**src/rtl/ulpi_rx_capture_if.sv**
```systemverilog
// ulpi_rx_capture_if: ULPI receive pins plus the downstream fifo_stack and
// status signals for ulpi_rx_capture. slave = capture block, master = PHY/sink side.
interface ulpi_rx_capture_if;
  logic       en;
  logic [7:0] DATA;
  logic       DIR;
  logic       NXT;
  logic       STP;
  logic [7:0] fifo_din;
  logic       fifo_save;
  logic       FIFO_full;
  logic       pkt_end;
  logic [7:0] pkt_count;
  logic       overflow;
  logic [7:0] rx_cmd;

  modport slave (
    input  en, DATA, DIR, NXT, FIFO_full,
    output STP, fifo_din, fifo_save, pkt_end, pkt_count, overflow, rx_cmd
  );

  modport master (
    output en, DATA, DIR, NXT, FIFO_full,
    input  STP, fifo_din, fifo_save, pkt_end, pkt_count, overflow, rx_cmd
  );
endinterface

```
**src/rtl/ulpi_rx_capture.sv**
```systemverilog
// ulpi_rx_capture: receive-only ULPI link capture. Data bytes from the PHY go
// to fifo_stack with one cycle of latency; RX CMDs update rx_cmd and can
// close a packet. Optional feature macro ULPI_RXCMD_CAPTURE_EN: RX CMDs are
// also written to the FIFO as the pair 0xFF, <rx cmd>.
module ulpi_rx_capture #(
  parameter int MAX_PKT = 64
) (
  input  logic             i_clk_ext,
  input  logic             i_rst_n,
  ulpi_rx_capture_if.slave io_bus
);
  localparam logic [7:0] LP_MAX = 8'(MAX_PKT);

  typedef enum logic [1:0] {S_IDLE, S_TURN, S_RECV, S_TURNBACK} state_t;

  state_t     r_state, w_state_nxt;
  logic       r_dir_q;
  logic [7:0] r_cnt;
  logic [7:0] r_din, r_pkt_count, r_rx_cmd;
  logic       r_save, r_end, r_ovf;

  logic       w_data, w_rxcmd, w_eop;
  logic       w_accept, w_ovf_data;
  logic       w_wr, w_ovf_set;
  logic [7:0] w_wr_byte;

`ifdef ULPI_RXCMD_CAPTURE_EN
  logic       r_pend_vld;
  logic [7:0] r_pend_byte;
  logic       w_pend_vld_nxt;
  logic [7:0] w_pend_byte_nxt;
`endif

  assign io_bus.STP       = 1'b0;
  assign io_bus.fifo_din  = r_din;
  assign io_bus.fifo_save = r_save;
  assign io_bus.pkt_end   = r_end;
  assign io_bus.pkt_count = r_pkt_count;
  assign io_bus.overflow  = r_ovf;
  assign io_bus.rx_cmd    = r_rx_cmd;

  // Next state and byte classification. IDLE needs a real DIR rising edge
  // (r_dir_q resets high) so a packet cut by reset is not resumed mid-stream.
  always_comb begin
    w_state_nxt = r_state;
    w_data      = 1'b0;
    w_rxcmd     = 1'b0;
    w_eop       = 1'b0;
    case (r_state)
      S_IDLE:     if (io_bus.DIR && !r_dir_q) w_state_nxt = S_TURN;
      S_TURN:     w_state_nxt = io_bus.DIR ? S_RECV : S_TURNBACK;
      S_RECV: begin
        if (!io_bus.DIR) begin
          w_state_nxt = S_TURNBACK;
          w_eop       = (r_cnt != 8'd0);
        end else if (io_bus.NXT) begin
          w_data = 1'b1;
        end else begin
          w_rxcmd = 1'b1;
          w_eop   = (r_cnt != 8'd0) && (io_bus.DATA[5:4] == 2'b00);
        end
      end
      S_TURNBACK: w_state_nxt = io_bus.DIR ? S_TURN : S_IDLE;
      default:    w_state_nxt = S_IDLE;
    endcase
  end

  // FIFO write selection. Bytes past MAX_PKT are dropped without flagging
  // overflow; only a FIFO_full drop of a byte that had room sets it.
  always_comb begin
    w_accept   = w_data && io_bus.en && !io_bus.FIFO_full && (r_cnt < LP_MAX);
    w_ovf_data = w_data && io_bus.en &&  io_bus.FIFO_full && (r_cnt < LP_MAX);
`ifdef ULPI_RXCMD_CAPTURE_EN
    w_wr            = 1'b0;
    w_wr_byte       = io_bus.DATA;
    w_ovf_set       = w_ovf_data;
    w_pend_vld_nxt  = 1'b0;
    w_pend_byte_nxt = r_pend_byte;
    if (r_pend_vld) begin
      // second half of a marker pair (or a held byte) owns this write slot;
      // an incoming data byte slides into the hold register behind it
      w_wr      = 1'b1;
      w_wr_byte = r_pend_byte;
      if (w_accept) begin
        w_pend_vld_nxt  = 1'b1;
        w_pend_byte_nxt = io_bus.DATA;
      end
      // no room for another two-byte pair: it is lost and flagged
      if (w_rxcmd && io_bus.en) w_ovf_set = 1'b1;
    end else if (w_accept) begin
      w_wr = 1'b1;
    end else if (w_rxcmd && io_bus.en) begin
      if (io_bus.FIFO_full) begin
        w_ovf_set = 1'b1;
      end else begin
        w_wr            = 1'b1;
        w_wr_byte       = 8'hFF;
        w_pend_vld_nxt  = 1'b1;
        w_pend_byte_nxt = io_bus.DATA;
      end
    end
`else
    w_wr      = w_accept;
    w_wr_byte = io_bus.DATA;
    w_ovf_set = w_ovf_data;
`endif
  end

  // State, byte counter, registered FIFO strobe and status outputs.
  always_ff @(posedge i_clk_ext) begin
    if (!i_rst_n) begin
      r_state     <= S_IDLE;
      r_dir_q     <= 1'b1;
      r_cnt       <= 8'd0;
      r_din       <= 8'd0;
      r_save      <= 1'b0;
      r_end       <= 1'b0;
      r_pkt_count <= 8'd0;
      r_ovf       <= 1'b0;
      r_rx_cmd    <= 8'd0;
    end else begin
      r_state <= w_state_nxt;
      r_dir_q <= io_bus.DIR;
      r_save  <= w_wr;
      r_end   <= w_eop;
      if (w_wr)      r_din       <= w_wr_byte;
      if (w_ovf_set) r_ovf       <= 1'b1;
      if (w_rxcmd)   r_rx_cmd    <= io_bus.DATA;
      if (w_eop)     r_pkt_count <= r_pkt_count + 8'd1;
      if (w_eop || w_state_nxt == S_TURN) r_cnt <= 8'd0;
      else if (w_accept)                  r_cnt <= r_cnt + 8'd1;
    end
  end

`ifdef ULPI_RXCMD_CAPTURE_EN
  // One-byte hold for the RX CMD half of a marker pair or a displaced data byte.
  always_ff @(posedge i_clk_ext) begin
    if (!i_rst_n) begin
      r_pend_vld  <= 1'b0;
      r_pend_byte <= 8'd0;
    end else begin
      r_pend_vld  <= w_pend_vld_nxt;
      r_pend_byte <= w_pend_byte_nxt;
    end
  end
`endif
endmodule

```
**src/flat_wrapper.sv**
```systemverilog
// flat-port wrapper written by rule: the top's interface ports become plain ports
module ulpi_rx_capture_flat 
#(
  parameter int MAX_PKT = 64
)
  (i_clk_ext, i_rst_n, io_bus_en, io_bus_DATA, io_bus_DIR, io_bus_NXT, io_bus_FIFO_full, io_bus_STP, io_bus_fifo_din, io_bus_fifo_save, io_bus_pkt_end, io_bus_pkt_count, io_bus_overflow, io_bus_rx_cmd);
  ulpi_rx_capture_if io_bus_i ();
  input  logic i_clk_ext;
  input  logic i_rst_n;
  input wire logic [$bits(io_bus_i.en)-1:0] io_bus_en;
  input wire logic [$bits(io_bus_i.DATA)-1:0] io_bus_DATA;
  input wire logic [$bits(io_bus_i.DIR)-1:0] io_bus_DIR;
  input wire logic [$bits(io_bus_i.NXT)-1:0] io_bus_NXT;
  input wire logic [$bits(io_bus_i.FIFO_full)-1:0] io_bus_FIFO_full;
  output wire logic [$bits(io_bus_i.STP)-1:0] io_bus_STP;
  output wire logic [$bits(io_bus_i.fifo_din)-1:0] io_bus_fifo_din;
  output wire logic [$bits(io_bus_i.fifo_save)-1:0] io_bus_fifo_save;
  output wire logic [$bits(io_bus_i.pkt_end)-1:0] io_bus_pkt_end;
  output wire logic [$bits(io_bus_i.pkt_count)-1:0] io_bus_pkt_count;
  output wire logic [$bits(io_bus_i.overflow)-1:0] io_bus_overflow;
  output wire logic [$bits(io_bus_i.rx_cmd)-1:0] io_bus_rx_cmd;
  assign io_bus_i.en = io_bus_en;
  assign io_bus_i.DATA = io_bus_DATA;
  assign io_bus_i.DIR = io_bus_DIR;
  assign io_bus_i.NXT = io_bus_NXT;
  assign io_bus_i.FIFO_full = io_bus_FIFO_full;
  assign io_bus_STP = io_bus_i.STP;
  assign io_bus_fifo_din = io_bus_i.fifo_din;
  assign io_bus_fifo_save = io_bus_i.fifo_save;
  assign io_bus_pkt_end = io_bus_i.pkt_end;
  assign io_bus_pkt_count = io_bus_i.pkt_count;
  assign io_bus_overflow = io_bus_i.overflow;
  assign io_bus_rx_cmd = io_bus_i.rx_cmd;
  ulpi_rx_capture #(.MAX_PKT(MAX_PKT)) u_core (.i_clk_ext(i_clk_ext), .i_rst_n(i_rst_n), .io_bus(io_bus_i));
endmodule
```
**config.mk**
```make
export PLATFORM = sky130hd
export DESIGN_NAME = ulpi_rx_capture_flat
export DESIGN_NICKNAME = d
export VERILOG_FILES = /design/src/rtl/ulpi_rx_capture_if.sv /design/src/rtl/ulpi_rx_capture.sv /design/src/flat_wrapper.sv
export SDC_FILE = /design/constraint.sdc
export NUM_CORES = 1
export LEC_CHECK = 0
export ABC_AREA = 0
export CAP_MARGIN = 25
export CORE_MARGIN = 2
export CORE_UTILIZATION = 40
export DETAILED_ROUTE_END_ITERATION = 8
export DONT_BUFFER_PORTS = 1
export SYNTH_ARGS = -nofsm -noshare
export SYNTH_HDL_FRONTEND = slang
export SYNTH_SLANG_ARGS = --single-unit
export TNS_END_PERCENT = 5
```
**constraint.sdc**
```tcl
create_clock -name i_clk_ext -period 5.3 [get_ports i_clk_ext]
set_input_delay 1.06 -clock i_clk_ext [delete_from_list [all_inputs] [get_ports i_clk_ext]]
set_output_delay 1.06 -clock i_clk_ext [all_outputs]
set_load 0.05 [all_outputs]
```
* Word-level counts from Yosys, hierarchy flattened *
Index checks and enable logic that the tools add are counted.

storage, ports and cells
  bits in registers = 38
  input bits = 14
  output and inout bits = 28

cells by class
  $add $sub $neg = 2
  order comparisons = 1
  equality and inequality tests = 4
  muxes and demuxes = 14
  bitwise gates (word level) = 1
  reduce and logical (&&, ||, !) cells = 14

operators by type and width
  kind                   number
  $add A8 B1 Y8 const B  2
  $mux W1                11
  $lt A8 B7 Y1 const B   1
  $pmux W2 S4            1
  $reduce_bool A8 Y1     1
  $logic_and A1 B1 Y1    7
  $eq A2 B1 Y1 const B   2
  $eq A2 B2 Y1 const B   2
  $logic_not A2 Y1       2
  $mux W2                2
  $logic_not A1 Y1       2
  $reduce_or A2 Y1       1
  $logic_or A1 B1 Y1     1
  $not A1 Y1             1

* Depth between registers and ports, before layout *
  depth in word-level cells = 7
  mapped depth = 7

* Worst setup path before layout *
Ideal clock, no wire load.

  kind = input to register
  from = input port io_bus_DATA[4]
  to = register u_core.r_pkt_count[7], in the netlist u_core.io_bus.pkt_count[7]
  library setup time = 70 ps
  data arrival time = 2,170 ps
  required time = 5,230 ps
  slack = 3,059 ps
  cell stages on the path = 5
  cell sequence = o31ai_1 -> o211ai_2 -> buf_2 -> or3_1 -> a21oi_1

between the ends
  longest elaborated chain between the ends = 5

ends and longest elaborated chain
  what                  line                    text
  from (decl)           flat_wrapper.sv:11      input wire logic [$bits(io_bus_i.DATA)-1:0] io_bus_DATA;
  $logic_not A2 Y1      ulpi_rx_capture.sv:60   w_eop = (r_cnt != 8'd0) && (io_bus.DATA[5:4] == 2'b00);
  $logic_and A1 B1 Y1   ulpi_rx_capture.sv:60
  $mux W1               ulpi_rx_capture.sv:56   end else if (io_bus.NXT) begin
  $mux W1               ulpi_rx_capture.sv:53   if (!io_bus.DIR) begin
  $mux W1               ulpi_rx_capture.sv:49   case (r_state)
  to (signal assigned)  ulpi_rx_capture.sv:129  if (w_eop) r_pkt_count <= r_pkt_count + 8'd1;
  to (decl)             ulpi_rx_capture.sv:19   logic [7:0] r_din, r_pkt_count, r_rx_cmd;

Every way passes these cells.
A chain may end at the register's enable or synchronous reset.

* Worst setup path after layout *
  from = input port io_bus_en
  to = register u_core.r_din[6], in the netlist u_core.io_bus.fifo_din[6]

between the ends
  longest elaborated chain between the ends = 3

ends and longest elaborated chain
  what                              line                    text
  from (decl)                       flat_wrapper.sv:10      input wire logic [$bits(io_bus_i.en)-1:0] io_bus_en;
  $logic_and A1 B1 Y1 (3 in a row)  ulpi_rx_capture.sv:71   w_accept = w_data && io_bus.en && !io_bus.FIFO_full && (r_cnt < LP_MAX);
  to (signal assigned)              ulpi_rx_capture.sv:126  if (w_wr) r_din <= w_wr_byte;
  to (decl)                         ulpi_rx_capture.sv:19

Every way passes these cells.

==> run_results.csv <==
group,metric,value,unit
status,status,"complete, no violations",
floorplanning,ios,42,
synthesis,ys_warn_count,0,
cells_and_area,final_cells,232,
detailed_routing,drcViolationCount,0,
floorplanning,start_util,40.7,%
power_and_ir_drop,leakage,0.609,nW
detailed_routing,drt_pass1_iterations,4,
power_and_ir_drop,powerDensity,401,nW/um^2
setup_path,cp_slowest_cell,"nor2_2",
floorplanning,die_h,67.3,um
detailed_routing,vias_per_cell,5.27,
detailed_routing,final_antenna_net_count,0,
global_route,gr-usage-all-layers,15.5,%
timing,max_slew.worst_pin.slew,0.865,ns
clock_network,clk_latency,0.29,ns
synthesis,async_reset_ff_share,0,%
timing,fmax,465,MHz
setup_path,path_max_fanout,10,
timing,finClkSkew,0.00743,ns
timing,fin_crit_sh,40.6,%
setup_path,startpoint_type,"input pin",
clock_network,cts_resized,0,
placement,io_buffers,0,
setup_path,rr_startpoint,"u_core.r_state[0]",
synthesis,synth_area,1600,um^2
hold_path,whs_path_depth,2,
setup_path,r2r-end,"u_core.io_bus.fifo_din[6]",
setup_path,cp.arrival,2.30,ns
power_and_ir_drop,p_seq_share,45.7,%
synthesis,avgSynthCellArea,8.86,um^2
clock_network,cts_setup_buffers,0,
clock_network,cts-buffers-inserted,5,
cells_and_area,finish.utilization,45.0,%
power_and_ir_drop,combinationalPowerShare,13.1,%
setup_path,crit_type,"in -> reg",
setup_path,cp_cell_sequence,"nand4bb_1 > nor2_2 > mux2i_1 > nor2_1",
cells_and_area,nets,202,
synthesis,synth.top_cell.area_share,47.4,%
detailed_routing,wire_per_inst,13.9,um
floorplanning,dieArea,4530,um^2
detailed_routing,dr_total_vias,1223,
clock_network,cts_tree,"yes",
setup_path,cp-end-kind,"register",
cells_and_area,antenna_cells,0,
cells_and_area,multi_input_area,774,um^2
setup_path,slowest_delay,0.62,ns
cells_and_area,ff_latch_area,761,um^2
power_and_ir_drop,pwr-share-clk,41.2,%
timing,fin_setup_tns,0,ns
hold_path,whs_endpoint,"u_core.r_cnt[7]",
cells_and_area,syn2layout_area_growth,10.5,%
hold_path,hp-class,"reg -> reg",
timing,hold_viol_final,0,
synthesis,synth_edf_count,0,
power_and_ir_drop,switchingPower,0.190,mW
power_and_ir_drop,ir_drop,0.000208,V
power_and_ir_drop,swShare,26.8,%
placement,hpwl,2.39,mm
global_route,grt_pass1_vias,1157,
synthesis,syn_nets,202,
placement,place.gp.congestion,0.972,
global_route,gr-total-overflow,0,
flow_run,maxCapViolations,0,
clock_network,root_buffer,"clkbuf_8",
setup_path,r2r_slack,3.26,ns
timing,relSlewSlack,42.3,%
setup_path,reg2reg_depth,6,
setup_path,critPathTopFamily,"simple AND/OR/NAND/NOR gates",
timing,setup_viol,0,
cells_and_area,fill_cells,373,
global_route,antenna_found_initial,0,
clock_network,cts_hold_buf,0,
clock_network,cts_buffer_depth,2,
timing,rsz0062_at_grt,"false",
floorplanning,die_x,67.3,um
clock_network,clkTransAtPathRegs,0.08,ns
setup_path,cp.required,5.44,ns
synthesis,synth-seq-cells,38,
global_route,grt_pass1_wl,5.19,mm
power_and_ir_drop,internal_power,0.520,mW
synthesis,synthTopCellsByArea,"dfxtp_1, nand2_1, ha_1",
synthesis,synthFlopType,"dfxtp_1",
synthesis,synth_cell_type_count,37,
global_route,grt_max_degree,30,
timing,slew_viol_final,0,
synthesis,synth_cells,181,
setup_path,crit_buf_inv,0,
timing,min_period,2.15,ns
clock_network,htreeDepth,2,
synthesis,yosysTopAreaCell,"dfxtp_1",
floorplanning,coreArea,3940,um^2
clock_network,cts_sinks,38,
synthesis,ys_seq_area_share,47.4,%
floorplanning,rows,23,
placement,dp.cells,224,
hold_path,worstHoldStart,"u_core.r_cnt[7]",
detailed_routing,drt_iter0_markers,56,
cells_and_area,drive_gt1_share,8.79,%
detailed_routing,routed_wl,3.23,mm
## stage by stage
stage / worst slack (ns) / hold slack [ns] / power (mW) / cell area [um^2]
after detailed placement: 2.85 / 0.437 / 0.426 / 1640
after floorplan: 3.06 / 0.413 / 0.406 / 1600
final: 3.15 / 0.457 / 0.710 / 1770
after global placement: 2.92 / 0.430 / 0.418 / 1640
after CTS: 3.13 / 0.457 / 0.719 / 1770
after global routing: 3.01 / 0.492 / 0.743 / 1770
## cell usage in the layout (no fill, tap or decap), types with 2 or more instances in the layout
master      n
a21oi_1    16
a21oi_2     2
bufinv_16   2
clkbuf_8    5
dfxtp_1    38
ha_1        7
inv_1      10
mux2i_1     8
nand2_1    24
nand2b_1    2
nand3_1     4
nand4_1     2
nor2_1     20
nor3_1      3
nor4_1      3
o21ai_1     6
or3_1       6
xnor2_1     6
## sequential cells by signal, indices dropped and copies added (netlist names), 2 cells and up
| signal | flops |
|---|---|
| u_core.io_bus.fifo_din | 8 |
| u_core.r_state | 2 |
| u_core.io_bus.pkt_count | 8 |
| u_core.r_cnt | 8 |
| u_core.io_bus.rx_cmd | 8 |
## worst max path at each step
| stage | start | to | slack, ns | depth (start not counted) |
|---|---|---|---|---|
| floorplan | io_bus_DATA[4] | u_core.io_bus.pkt_count[7] | 3.06 | 5 |
| global placement | io_bus_en | u_core.io_bus.fifo_din[3] | 2.92 | 4 |
| detailed placement | io_bus_en | u_core.io_bus.fifo_din[6] | 2.85 | 4 |
| CTS | io_bus_en | u_core.io_bus.fifo_din[6] | 3.13 | 4 |
| global route | io_bus_en | u_core.io_bus.fifo_din[6] | 3.01 | 4 |
| finish | io_bus_en | u_core.io_bus.fifo_din[6] | 3.15 | 4 |
## cell type report
type                       count  area share (%)
clock buffer                   5            3.88
clock inverter                 3            3.88
inverter                      10            2.12
multi-input combinational    126            43.7
sequential                    38            42.9
tap                           50            3.53
## cells by family after synthesis
group,share of synthesized area [%]
flip-flops,47.4
XOR/XNOR,3.28
AND/OR/NAND/NOR,22.1
other,0.234
adder cells (fa/ha/maj),5.46
multiplexers,4.99
AO/OA/AOI/OAI,12.2
buffers and inverters,4.29
## power by group through the flow
stage | logic [mW] | clock network (mW) | registers (mW)
3_3_place_gp | 0.0872 | 0 | 0.330
5_1_grt | 0.104 | 0.312 | 0.326
6_report | 0.0932 | 0.292 | 0.325
4_1_cts | 0.0948 | 0.299 | 0.325
2_1_floorplan | 0.0775 | 0 | 0.329
3_5_place_dp | 0.0944 | 0 | 0.332
## cells in the mapped netlist, types with 2 or more instances
cell / count
nor2_1: 20
nand2_1: 24
a21oi_1: 16
inv_1: 10
or3_1: 6
o21ai_1: 6
a21oi_2: 2
dfxtp_1: 38
nor3_1: 3
mux2i_1: 8
clkbuf_1: 4
nand3_1: 4
nand2b_1: 2
xnor2_1: 6
ha_1: 7
nor4_1: 3
nand4_1: 2
## worst min-delay path: stages, from the launching register on
cell,delay [ns]
dfxtp_1,0.33
inv_1,0.05
nor2_1,0.03
## routing by layer
metal	part of all wire (%)	GRT usage [%]
met1	40	17.0
met2	50	25.2
met3	8.4	8.00
met4	1.4	5.87
met5	0	0
No activity file was read; power rests on OpenSTA's default activity.
